[src/rtl/alu_serial_if.sv]
// Handshake and operand/result bundle for the bit-serial ALU.
// The master drives a request, the slave (the ALU) returns result, flags and status.
interface alu_serial_if #(
  parameter int WIDTH = 32
) ();
  logic             start;
  logic [WIDTH-1:0] a;
  logic [WIDTH-1:0] b;
  logic             cin;
  logic [3:0]       control;
  logic [WIDTH-1:0] result;
  logic             cout;
  logic             ovf;
  logic             zero;
  logic             busy;
  logic             done;

  modport master (
    output start, a, b, cin, control,
    input  result, cout, ovf, zero, busy, done
  );

  modport slave (
    input  start, a, b, cin, control,
    output result, cout, ovf, zero, busy, done
  );
endinterface

[src/rtl/alu_serial.sv]
// Multi-cycle ALU: evaluates a WIDTH-bit AND/OR/ADD/SLT in SLICE-bit chunks, LSB first,
// with a registered ripple carry; result and flags update only when done pulses.
module alu_serial #(
  parameter int WIDTH = 32,
  parameter int SLICE = 1
) (
  input  logic         clk,
  input  logic         rst_n,
  alu_serial_if.slave  bus
);

  localparam int N     = WIDTH / SLICE;
  localparam int CNT_W = (N > 1) ? $clog2(N) : 1;
  localparam logic [CNT_W-1:0] LAST = CNT_W'(N - 1);

  typedef enum logic {IDLE, RUN} state_t;

  state_t           state_q;
  logic [WIDTH-1:0] opA_q;
  logic [WIDTH-1:0] opB_q;
  logic [WIDTH-1:0] acc_q;
  logic [WIDTH-1:0] result_q;
  logic [3:0]       ctrl_q;
  logic             carry_q;
  logic [CNT_W-1:0] cnt_q;
  logic             cout_q;
  logic             ovf_q;
  logic             zero_q;
  logic             busy_q;
  logic             done_q;

  logic [SLICE-1:0] ain;
  logic [SLICE-1:0] bin;
  logic [SLICE-1:0] sliceSum;
  logic [SLICE-1:0] sliceOut;
  logic             cMsb;
  logic             cOut;
  logic             ovf_d;
  logic [WIDTH-1:0] acc_d;
  logic [WIDTH-1:0] result_d;

  // Operands are shifted right each cycle, so the active slice always sits in the low bits.
  always_comb begin
    logic c;
    ain      = ctrl_q[3] ? ~opA_q[SLICE-1:0] : opA_q[SLICE-1:0];
    bin      = ctrl_q[2] ? ~opB_q[SLICE-1:0] : opB_q[SLICE-1:0];
    sliceSum = '0;
    c        = carry_q;
    cMsb     = carry_q;
    for (int i = 0; i < SLICE; i++) begin
      if (i == SLICE - 1) cMsb = c;
      sliceSum[i] = ain[i] ^ bin[i] ^ c;
      c           = (ain[i] & bin[i]) | (c & (ain[i] ^ bin[i]));
    end
    cOut = c;

    case (ctrl_q[1:0])
      2'b00:   sliceOut = ain & bin;
      2'b01:   sliceOut = ain | bin;
      2'b10:   sliceOut = sliceSum;
      default: sliceOut = '0;
    endcase

    acc_d    = WIDTH'({sliceOut, acc_q} >> SLICE);
    ovf_d    = cMsb ^ cOut;
    result_d = (ctrl_q[1:0] == 2'b11) ? {{(WIDTH-1){1'b0}}, sliceSum[SLICE-1] ^ ovf_d}
                                      : acc_d;
  end

  always_ff @(posedge clk or negedge rst_n) begin
    if (!rst_n) begin
      state_q  <= IDLE;
      opA_q    <= '0;
      opB_q    <= '0;
      acc_q    <= '0;
      result_q <= '0;
      ctrl_q   <= '0;
      carry_q  <= 1'b0;
      cnt_q    <= '0;
      cout_q   <= 1'b0;
      ovf_q    <= 1'b0;
      zero_q   <= 1'b0;
      busy_q   <= 1'b0;
      done_q   <= 1'b0;
    end else begin
      done_q <= 1'b0;
      case (state_q)
        IDLE: begin
          if (bus.start) begin
            opA_q   <= bus.a;
            opB_q   <= bus.b;
            ctrl_q  <= bus.control;
            carry_q <= bus.cin;
            cnt_q   <= '0;
            acc_q   <= '0;
            busy_q  <= 1'b1;
            state_q <= RUN;
          end
        end
        RUN: begin
          opA_q   <= opA_q >> SLICE;
          opB_q   <= opB_q >> SLICE;
          carry_q <= cOut;
          acc_q   <= acc_d;
          cnt_q   <= cnt_q + CNT_W'(1);
          // Visible outputs only move here, so consumers see a stable result during RUN.
          if (cnt_q == LAST) begin
            result_q <= result_d;
            cout_q   <= cOut;
            ovf_q    <= ovf_d;
            zero_q   <= (result_d == '0);
            busy_q   <= 1'b0;
            done_q   <= 1'b1;
            state_q  <= IDLE;
          end
        end
        default: state_q <= IDLE;
      endcase
    end
  end

  assign bus.result = result_q;
  assign bus.cout   = cout_q;
  assign bus.ovf    = ovf_q;
  assign bus.zero   = zero_q;
  assign bus.busy   = busy_q;
  assign bus.done   = done_q;

endmodule

[src/flat_wrapper.sv]
// flat-port wrapper written by rule: the top's interface ports become plain ports
module alu_serial_flat 
#(
  parameter int WIDTH = 32,
  parameter int SLICE = 1
)
  (clk, rst_n, bus_start, bus_a, bus_b, bus_cin, bus_control, bus_result, bus_cout, bus_ovf, bus_zero, bus_busy, bus_done);
  alu_serial_if #(.WIDTH(WIDTH)) bus_i ();
  input  logic clk;
  input  logic rst_n;
  input wire logic [$bits(bus_i.start)-1:0] bus_start;
  input wire logic [$bits(bus_i.a)-1:0] bus_a;
  input wire logic [$bits(bus_i.b)-1:0] bus_b;
  input wire logic [$bits(bus_i.cin)-1:0] bus_cin;
  input wire logic [$bits(bus_i.control)-1:0] bus_control;
  output wire logic [$bits(bus_i.result)-1:0] bus_result;
  output wire logic [$bits(bus_i.cout)-1:0] bus_cout;
  output wire logic [$bits(bus_i.ovf)-1:0] bus_ovf;
  output wire logic [$bits(bus_i.zero)-1:0] bus_zero;
  output wire logic [$bits(bus_i.busy)-1:0] bus_busy;
  output wire logic [$bits(bus_i.done)-1:0] bus_done;
  assign bus_i.start = bus_start;
  assign bus_i.a = bus_a;
  assign bus_i.b = bus_b;
  assign bus_i.cin = bus_cin;
  assign bus_i.control = bus_control;
  assign bus_result = bus_i.result;
  assign bus_cout = bus_i.cout;
  assign bus_ovf = bus_i.ovf;
  assign bus_zero = bus_i.zero;
  assign bus_busy = bus_i.busy;
  assign bus_done = bus_i.done;
  alu_serial #(.WIDTH(WIDTH), .SLICE(SLICE)) u_core (.clk(clk), .rst_n(rst_n), .bus(bus_i));
endmodule
[config.mk]
export PLATFORM = sky130hd
export DESIGN_NAME = alu_serial_flat
export DESIGN_NICKNAME = d
export VERILOG_FILES = /design/src/rtl/alu_serial_if.sv /design/src/rtl/alu_serial.sv /design/src/flat_wrapper.sv
export SDC_FILE = /design/constraint.sdc
export NUM_CORES = 1
export LEC_CHECK = 0
export CAP_MARGIN = 20
export CELL_PAD_IN_SITES_DETAIL_PLACEMENT = 1
export CELL_PAD_IN_SITES_GLOBAL_PLACEMENT = 1
export CORE_UTILIZATION = 41
export DETAILED_ROUTE_END_ITERATION = 8
export GPL_TIMING_DRIVEN = 0
export PLACE_DENSITY_LB_ADDON = 0.1
export SETUP_SLACK_MARGIN = 0.15
export SYNTH_ARGS = -nofsm -noshare
export SYNTH_HDL_FRONTEND = slang
export SYNTH_SLANG_ARGS = --single-unit
export TNS_END_PERCENT = 10
[constraint.sdc]
create_clock -name clk -period 2.6 [get_ports clk]
set_input_delay 0.39 -clock clk [delete_from_list [all_inputs] [get_ports clk]]
set_output_delay 0.39 -clock clk [all_outputs]
set_load 0.005 [all_outputs]
# After elaboration in Yosys (flattened, before gate mapping)
# Cells that the tools add are included.
# word_totals
reg_bits	144
inputBits	72
out_inout_bits	37
# classes
addsub	1
n_eq_ne	6
n_mux	22
bitwise	11
n_reduce_logical	5
# ops
op	n
case mux 32 bit (2 select lines)	3
2-to-1 mux 32 bit	4
zero test 32 bit	1
case mux 5 bit (2 select lines)	1
2-to-1 mux 1 bit	9
case mux 1 bit (2 select lines)	3
AND reduction 2 bit	3
adder 5 x 1 -> 5 bit, second input constant	1
equality test 5 bit, second input constant	1
2-to-1 mux 5 bit	1
equality test 2 bit, second input constant	2
inequality test 2 bit, second input constant	2
bitwise XOR 1 bit	4
NOT 1 bit	3
case mux 1 bit (3 select lines)	1
bitwise AND 1 bit	2
equality test 2 x 1 -> 1 bit, second input constant	1
zero test 2 bit	1
bitwise OR 1 bit	2

# Depth between registers and ports, before layout
# Gate-level depths: netlist (run 1).
# logic_depth
depth_word	9
ltp_mapped	7

# Worst setup path before layout (run 1)
# No wires, ideal clock.
# synth_path
kind	register to register
startpoint	register u_core.ctrl_q[2]
endpoint	register u_core.zero_q (netlist: u_core.bus.zero)
arrival_ns	1.708
t_required_ns	2.534
path_slack_ns	0.826
stages_incl_launch_ff	7
cell_sequence	dfrtp_1 xor2_1 inv_1 fa_1 mux2i_1 o21ai_0 a41o_1
# synth_via
elab_chain_cells	8
word_cells_on_any_way	12
cone_classes	mux (3); bitwise (8); reduce/logical (1)
# synth_rtl
item	line	rtl
start: declaration	alu_serial.sv:23	logic [3:0] ctrl_q;
start signal: assignment	alu_serial.sv:92	ctrl_q <= bus.control;
2-to-1 mux 1 bit (*)	alu_serial.sv:46	bin = ctrl_q[2] ? ~opB_q[SLICE-1:0] : opB_q[SLICE-1:0];
bitwise XOR 1 bit	alu_serial.sv:52, alu_serial.sv:53	
bitwise AND 1 bit	alu_serial.sv:53	c = (ain[i] & bin[i]) | (c & (ain[i] ^ bin[i]));
bitwise OR 1 bit	alu_serial.sv:53	
bitwise XOR 1 bit	alu_serial.sv:65	ovf_d = cMsb ^ cOut;
bitwise XOR 1 bit	alu_serial.sv:66	result_d = (ctrl_q[1:0] == 2'b11) ? {{(WIDTH-1){1'b0}}, sliceSum[SLICE-1] ^ ovf_d}
2-to-1 mux 32 bit (*)	alu_serial.sv:66	
zero test 32 bit (*)	alu_serial.sv:111	zero_q <= (result_d == '0);
end signal: assignment	alu_serial.sv:111	
end: declaration	alu_serial.sv:28	logic zero_q;
# Every way passes the cells marked *; elsewhere a longest branch is shown, timed or not.
# A chain may end at the register's enable or synchronous reset.

# Worst setup path after layout (run 1)
# layout_path
startpoint	register u_core.opB_q[0]
endpoint	register u_core.zero_q (netlist: u_core.bus.zero)
# layout_via
elab_chain_cells	9
word_cells_on_any_way	13
cone_classes	mux (3); bitwise (9); reduce/logical (1)
# layout_rtl
item	line	rtl
start: declaration	alu_serial.sv:20	logic [WIDTH-1:0] opB_q;
start signal: assignment	alu_serial.sv:91	opB_q <= bus.b;
start signal: assignment	alu_serial.sv:102	opB_q <= opB_q >> SLICE;
NOT 1 bit	alu_serial.sv:46	
2-to-1 mux 1 bit (*)	alu_serial.sv:46	
bitwise XOR 1 bit	alu_serial.sv:52, alu_serial.sv:53	
bitwise AND 1 bit	alu_serial.sv:53	
bitwise OR 1 bit	alu_serial.sv:53	
bitwise XOR 1 bit	alu_serial.sv:65	
bitwise XOR 1 bit	alu_serial.sv:66	
2-to-1 mux 32 bit (*)	alu_serial.sv:66	
zero test 32 bit (*)	alu_serial.sv:111	
# Marks and branches as above.

==> results by group, run 1 <==
Run status
  • Outcome: finished with violations
  • Failing checks: DRC

Synth
  • Seq/Total Area, Yosys: 0.574
  • Ys Warns: 0
  • Asr flop ratio synth: 1.00
  • Cell area after synthesis: 6230 um^2
  • Avg Synthesized Cell Area: 11.0 um^2
  • Flop and latch count out of synthesis: 143
  • Netlist cell types: 33
  • Syn Inst Count: 567
  • Syn_nets: 645
  • Number of synthesized flops with an enable pin: 0
  • Commonest register cell after synthesis: dfrtp_1

Clock network
  • Clock transition at path regs: 0.06 ns
  • CTS H-Tree Depth: 4
  • CTS tree: yes
  • Maximum clock path buffer count: 2
  • CTS buffer count: 17
  • Root Buffer Master: clkbuf_16
  • Clock sinks: 143
  • Worst-skew pair later-pin latency: 0.42 ns
  • Postcts setup bufs: 0

Power
  • Switch Pwr: 2.63 mW
  • Power Total: 8.34 mW
  • Leakage Power: 3.71 nW
  • Sw frac: 0.316
  • Cell internal pwr: 5.71 mW
  • Combinational Power Share: 0.274
  • Sequential power share: 0.450
  • Max IR drop VDD: 518 uV
  • Power per Cell Area: 1030 nW/um^2
  • Clk network pwr share: 0.276

Worst setup path
  • CP max FO: 3
  • Worst Setup Start Kind: register
  • Critical Path End Type: register
  • Kind of critical path: reg -> reg
  • Crit Reg-Reg Startpoint: u_core.opB_q[0]
  • Critical Path AT: 2.42 ns
  • Reg2Reg Depth: 6
  • Crit path launch: u_core.opB_q[0]
  • Data required time of the worst path: 2.96 ns

STA
  • RSZ-0062 raised after global routing: false
  • Max-slew violations: 0
  • Clk_skew: 0.00601 ns
  • Min Hold Slack: 0.386 ns
  • Fin worst setup slack: 0.538 ns
  • Final Cycle Share: 0.793
  • Max frequency: 0.485 GHz
  • Max-Slew Margin vs Limit: 0.601
  • Final hold viol count: 0
  • Minimum clock period: 2.06 ns
  • Final setup violation count: 0
  • Actual slew at the worst max-slew pin: 0.599 ns

Drt
  • DRC errors left: 3
  • DR WL/cell: 17.5 um
  • Final wirelength: 15600 um
  • Via Count: 4653
  • Vias/cell: 5.22
  • Routed Antenna Nets: 0
  • Pre-antenna DRT Iters: 6
  • Initial drt markers: 223

Placement
  • IO Port Bufs: 107
  • Final HPWL DP: 10900 um
  • Final Wtd Congestion: 0.750
  • Worst slack at placement: 0.526 ns
  • Placed Cells incl. Taps: 859

Floorplan
  • Die X-Extent: 125 um
  • Starting Density: 0.424
  • Die Y: 125 um
  • Die area: 15700 um^2
  • Core Rows: 44
  • Num ports: 109
  • Core Box Area: 14700 um^2

GRT
  • Busiest grt layer: met2
  • GR Overflow Total: 0
  • Initial antenna violation count: 0
  • Grt met2 use: 0.376
  • Met3 usage: 0.0407
  • Met1 usage: 0.266
  • Global-route wire length before repair: 26300 um
  • Gr usage total: 0.215
  • Vias in the first global route: 5113
  • Largest net degree at the start of global routing: 82

Finish
  • # diodes: 0
  • Final core occ: 0.553
  • Reg area: 3580 um^2
  • Footprint of the multi-input gates: 2390 um^2
  • Nets: 773
  • Post-route insts no fill: 891
  • Area grow syn2layout: 30.4%
  • Filler instances: 1604
  • Share of cells above drive strength 1: 0.0905

Flow run
  • Max Cap Viol: 0

Min path
  • Hold path start: bus_start
  • Worst Hold Depth: 2
  • HP Class: in -> reg
[final timing paths]
kind                       slack (ns)                    end
max in group asynchronous        1.26       u_core.opA_q[11]
max reg2reg                      0.54        u_core.bus.zero
min in group asynchronous        0.52  u_core.bus.result[18]
max                              0.54        u_core.bus.zero
min reg2reg                      0.48        u_core.opA_q[3]
min                              0.39        u_core.acc_q[8]
[timing repair]
item,4_1_cts,5_1_grt
hold buffers,1,0
resized for setup,0,0
endpoints found under the hold margin,62,0
[power by group through the flow]
stage / registers [mW] / clock network [mW] / logic, mW
6_report: 3.75 / 2.30 / 2.28
5_1_grt: 3.87 / 2.43 / 2.61
4_1_cts: 3.76 / 2.35 / 2.33
3_5_place_dp: 3.77 / 0 / 2.31
3_3_place_gp: 3.72 / 0 / 2.17
2_1_floorplan: 3.58 / 0 / 1.35
[flip-flops by register name (all words and copies together) (netlist names)]
signal             cells
u_core.cnt_q           5
u_core.bus.result     32
u_core.acc_q          31
u_core.cMsb            1
u_core.ctrl_q          4
u_core.opA_q          32
u_core.state_q         1
u_core.bus.ovf         1
u_core.bus.cout        1
u_core.bus.zero        1
u_core.opB_q          32
u_core.bus.busy        1
u_core.bus.done        1
[routing by layer]
metal / part of all wire / vias to the layer above / wire length, um
met1: 0.43 / 2343 / 6760
li1: - / 2214 / -
met4: 0.013 / 0 / 209
met2: 0.52 / 80 / 8110
met5: 0 / - / 0
met3: 0.032 / 16 / 506
[cell usage after synthesis, types with 2 or more instances]
| cell type | number | area [um^2] |
|---|---|---|
| a22o_1 | 31 | 272 |
| buf_2 | 8 | 40.0 |
| buf_4 | 17 | 128 |
| buf_6 | 2 | 22.5 |
| clkbuf_1 | 12 | 45.0 |
| dfrtp_1 | 143 | 3580 |
| fa_1 | 2 | 40.0 |
| ha_1 | 4 | 50.1 |
| inv_1 | 6 | 22.5 |
| mux2_2 | 5 | 56.3 |
| mux2i_1 | 67 | 671 |
| nand2_1 | 101 | 379 |
| nand2b_1 | 33 | 206 |
| nand3_1 | 2 | 10.0 |
| nor2_1 | 6 | 22.5 |
| nor4_1 | 7 | 43.8 |
| o21ai_0 | 96 | 480 |
| o21ai_1 | 8 | 40.0 |
| xnor2_1 | 2 | 17.5 |
| xor2_1 | 2 | 17.5 |
[worst max-delay path, cell delays in order (launching register included)]
cell     delay (ns)
dfrtp_1        0.40
xor2_1         0.32
inv_1          0.15
fa_1           0.52
mux2i_1        0.07
o21ai_0        0.32
a41o_1         0.22
[layout by cell type (no fill, tap or decap), drive strengths merged]
master / n
dfrtp: 143
clkdlybuf4s50: 106
o21ai: 104
nand2: 102
mux2i: 67
clkbuf: 39
nand2b: 33
a22o: 31
buf: 29
nor4: 7
inv: 6
nor2: 6
mux2: 5
ha: 4
xnor2: 2
xor2: 2
nand3: 2
fa: 2
clkinvlp: 2
clkinv: 2
nor2b: 2
a21oi: 2
and3: 1
o22ai: 1
a211oi: 1
nor3: 1
nand4: 1
and2: 1
a41o: 1
bufinv: 1
dlygate4sd3: 1
[cell type report]
class,instances,area share
plain buffers,40,0.0299
repair buffers,109,0.137
well taps,184,0.0283
multi-input cells,378,0.294
clock inverters,5,0.00677
flip-flops and latches,143,0.440
inverters,6,0.00277
clock buffers,26,0.0614
[stage by stage]
stage / TNS, ns / instance area [um^2]
after floorplan: 0 / 6230
after global placement: -667.93 / 7530
after detailed placement: 0 / 7560
after CTS: 0 / 8130
after global routing: 0 / 8130
final: 0 / 8130
[cells by family after synthesis]
kind of cell,after synthesis,synth area share
buffers and inverters,46,0.0426
and+or+nand+nor,156,0.113
DFF,143,0.574
adders and majority gates,6,0.0145
AOI/OAI and AO/OA,140,0.133
xor gates and xnor gates,4,0.00562
muxes,72,0.117
Power figures use the tool's default switching activity.
==> inputs of run 2 (changes only) <==
==> constraint.sdc (replaced) <==
create_clock -name clk -period 1.9 [get_ports clk]
set_input_delay 0.285 -clock clk [delete_from_list [all_inputs] [get_ports clk]]
set_output_delay 0.285 -clock clk [all_outputs]
set_load 0.005 [all_outputs]
==> run 2 against run 1 <==
Compared with the run above: die area stayed put; largest power group unchanged; the flow still finishes with violations (DRC); register-to-register slack worse by 0.33 ns; total power grew 38%; sequential cell count did not move; first-iteration DRC count shrank 18%; largest cell class unchanged; non-clock buffer count is 5 higher; clock-buffer cell count down 4; critical endpoint unchanged; highest routed layer unchanged; clock power rose by 34%; cell area is 0.85% higher; utilization up 0.47 points; routed wire length down 0.60%.
==> results by group, run 2 (synthesized netlist as in run 1, its figures left out) <==
Finish
  • Share of cells above drive strength 1: 0.110 (+0.0192)
  • Nets: 778 (+0.65%)
  • Most common cell after layout, fill and taps aside: dfrtp_1
  • Final core occ: 0.558 (+0.00468)
  • # diodes: 0 (unchanged)
  • Most frequent cells in the layout: 143 x dfrtp_1, 106 x clkdlybuf4s50_1, 101 x nand2_1
  • Post-route insts no fill: 895 (+0.45%)
  • Area grow syn2layout: 31.5%

Clock network
  • Clock transition at path regs: 0.06 ns (about the same)
  • Clock sinks: 143 (unchanged)
  • Root Buffer Master: clkbuf_16
  • Maximum clock path buffer count: 2 (unchanged)
  • CTS buffer count: 17 (unchanged)
  • Worst-skew pair later-pin latency: 0.41 ns (about the same)
  • CTS H-Tree Depth: 4 (unchanged)
  • CTS tree: yes

Power
  • Sequential power share: 0.448 (-0.002)
  • Combinational Power Share: 0.283 (+0.009)
  • Switch Pwr: 3.62 mW (+38%)
  • Cell internal pwr: 7.86 mW (+38%)
  • Power per Cell Area: 1400 nW/um^2 (+37%)
  • Sw frac: 0.316 (about the same)
  • Max IR drop VDD: 777 uV (+50%)
  • Leakage Power: 3.75 nW (+1.2%)
  • Power Total: 11.5 mW (+38%)
  • Clk network pwr share: 0.269 (-0.007)

Min path
  • Worst Hold Depth: 2 (unchanged)
  • HP Class: in -> reg
  • Min-Delay Endpoint: u_core.acc_q[8]
  • Hold path start: bus_start

STA
  • RSZ-0062 raised after global routing: true
  • Final setup violation count: 0 (unchanged)
  • Fin worst setup slack: 0.209 ns (-0.330 ns)
  • Max frequency: 0.591 GHz (+22%)
  • Max-slew violations: 0 (unchanged)
  • Clk_skew: 0.00657 ns (+0.000560 ns)
  • Final Cycle Share: 0.890 (+0.0972)
  • Actual slew at the worst max-slew pin: 0.552 ns (-0.0472 ns)
  • Final hold viol count: 0 (unchanged)
  • Total negative slack: 0 ns (unchanged)
  • Max-Slew Margin vs Limit: 0.632 (+0.0315)
  • Minimum clock period: 1.69 ns (-0.370 ns)

Floorplan
  • Starting Density: 0.424 (unchanged)
  • Core Box Area: 14700 um^2 (unchanged)
  • Core Rows: 44 (unchanged)
  • Die X-Extent: 125 um (unchanged)
  • Num ports: 109 (unchanged)
  • Die area: 15700 um^2 (unchanged)
  • Die Y: 125 um (unchanged)

Placement
  • IO Port Bufs: 107 (unchanged)
  • Worst slack at placement: -0.0667 ns (-0.593 ns)
  • Placed Cells incl. Taps: 859 (unchanged)
  • Final HPWL DP: 10800 um (-0.71%)
  • Final Wtd Congestion: 0.749 (-0.13%)

Drt
  • DR WL/cell: 17.3 um (-1.0%)
  • Final wirelength: 15500 um (-0.60%)
  • Pre-antenna DRT Iters: 8 (+2)
  • DRC errors left: 2 (-1)
  • Routed Antenna Nets: 0 (unchanged)
  • Via Count: 4688 (+0.75%)
  • Initial drt markers: 182 (-18%)
  • Vias/cell: 5.24 (+0.30%)

Worst setup path
  • CP peak stage delay: 0.44 ns (-0.08 ns)
  • Crit path cell chain: xor2_2 -> buf_4 -> buf_4 -> fa_1 -> o21ai_1 -> a41o_1
  • Data required time of the worst path: 2.26 ns (-0.70 ns)
  • Crit Reg-Reg Startpoint: u_core.ctrl_q[2]
  • Reg-to-reg slack, setup: 0.21 ns (-0.33 ns)
  • Kind of critical path: reg -> reg
  • Critical Path AT: 2.05 ns (-0.37 ns)
  • FF-to-FF End: u_core.bus.zero
  • Reg2Reg Depth: 6 (unchanged)
  • Critical Path Most Common Cell: buf_4
  • Worst Setup Start Kind: register
  • Slowest cell on crit path: fa_1
  • CP max FO: 2 (-1)
  • Critical Path End Type: register

Run status
  • Failing checks: DRC
  • Outcome: finished with violations

GRT
  • Vias in the first global route: 5093 (-0.39%)
  • Global-route wire length before repair: 25900 um (-1.2%)
  • Largest net degree at the start of global routing: 88 (+7.3%)
  • GR Overflow Total: 0 (unchanged)
  • Gr usage total: 0.212 (-0.00275)
  • Initial antenna violation count: 0 (unchanged)

Flow run
  • Max Cap Viol: 0 (unchanged)
[run 2: what timing repair did]
item	4_1_cts	5_1_grt
endpoints found under the setup margin	18	34
resized for setup	5	5
hold endpoints to repair	56	0
pin swaps	2	6
setup buffers	2	3
hold buffers	1	0
[run 2: worst max path at each step]
| stage | from | to | slack, ns | cells past startpoint |
|---|---|---|---|---|
| after CTS | u_core.opB_q[0] | u_core.bus.zero | 0.14 | 6 |
| after global routing | u_core.ctrl_q[2] | u_core.bus.result[0] | 0.12 | 6 |
| after global placement | rst_n | u_core.opA_q[15] | -5.25 | 1 |
| final | u_core.ctrl_q[2] | u_core.bus.zero | 0.21 | 6 |
| after detailed placement | u_core.ctrl_q[2] | u_core.bus.zero | -0.07 | 6 |
| after floorplan | u_core.ctrl_q[2] | u_core.bus.zero | 0.18 | 6 |
[run 2: critical path, delay by kind of cell, from the launching register on]
family	cells	cell delay, ns
compound gates	2	0.32
xor+xnor	1	0.19
fa+ha+maj	1	0.44
buf+inv	2	0.28
flops	1	0.41
[run 2: layout make-up]
type / instances / area (um^2)
timing repair buffer: 114 / 1160
clock inverter: 8 / 65.1
multi-input combinational: 378 / 2420
sequential: 143 / 3580
clock buffer: 22 / 474
tap: 184 / 230
buffer: 40 / 248
inverter: 6 / 22.5
fill: 1552 / 6500
[run 2: metal layers]
layer / vias up / track usage / share of wire
li1: 2220 / - / -
met2: 88 / 0.370 / 0.51
met3: 19 / 0.0389 / 0.030
met4: 0 / 0.0832 / 0.015
met1: 2361 / 0.260 / 0.44
met5: - / 0 / 0
[run 2: metrics by stage]
step | hold WS (ns) | cell area, um^2
5_1_grt | 0.282 | 8200
4_1_cts | 0.243 | 8150
3_5_place_dp | 0.286 | 7570
2_1_floorplan | -0.0106 | 6240
6_report | 0.257 | 8200
3_3_place_gp | 0.460 | 7540
[run 2: power by group through the flow]
stage	Combinational [mW]	Sequential, mW	Clock, mW
6_report	3.25	5.14	3.09
5_1_grt	3.70	5.30	3.27
4_1_cts	3.24	5.15	3.17
3_5_place_dp	3.15	5.17	0
3_3_place_gp	2.97	5.10	0
2_1_floorplan	1.85	4.90	0
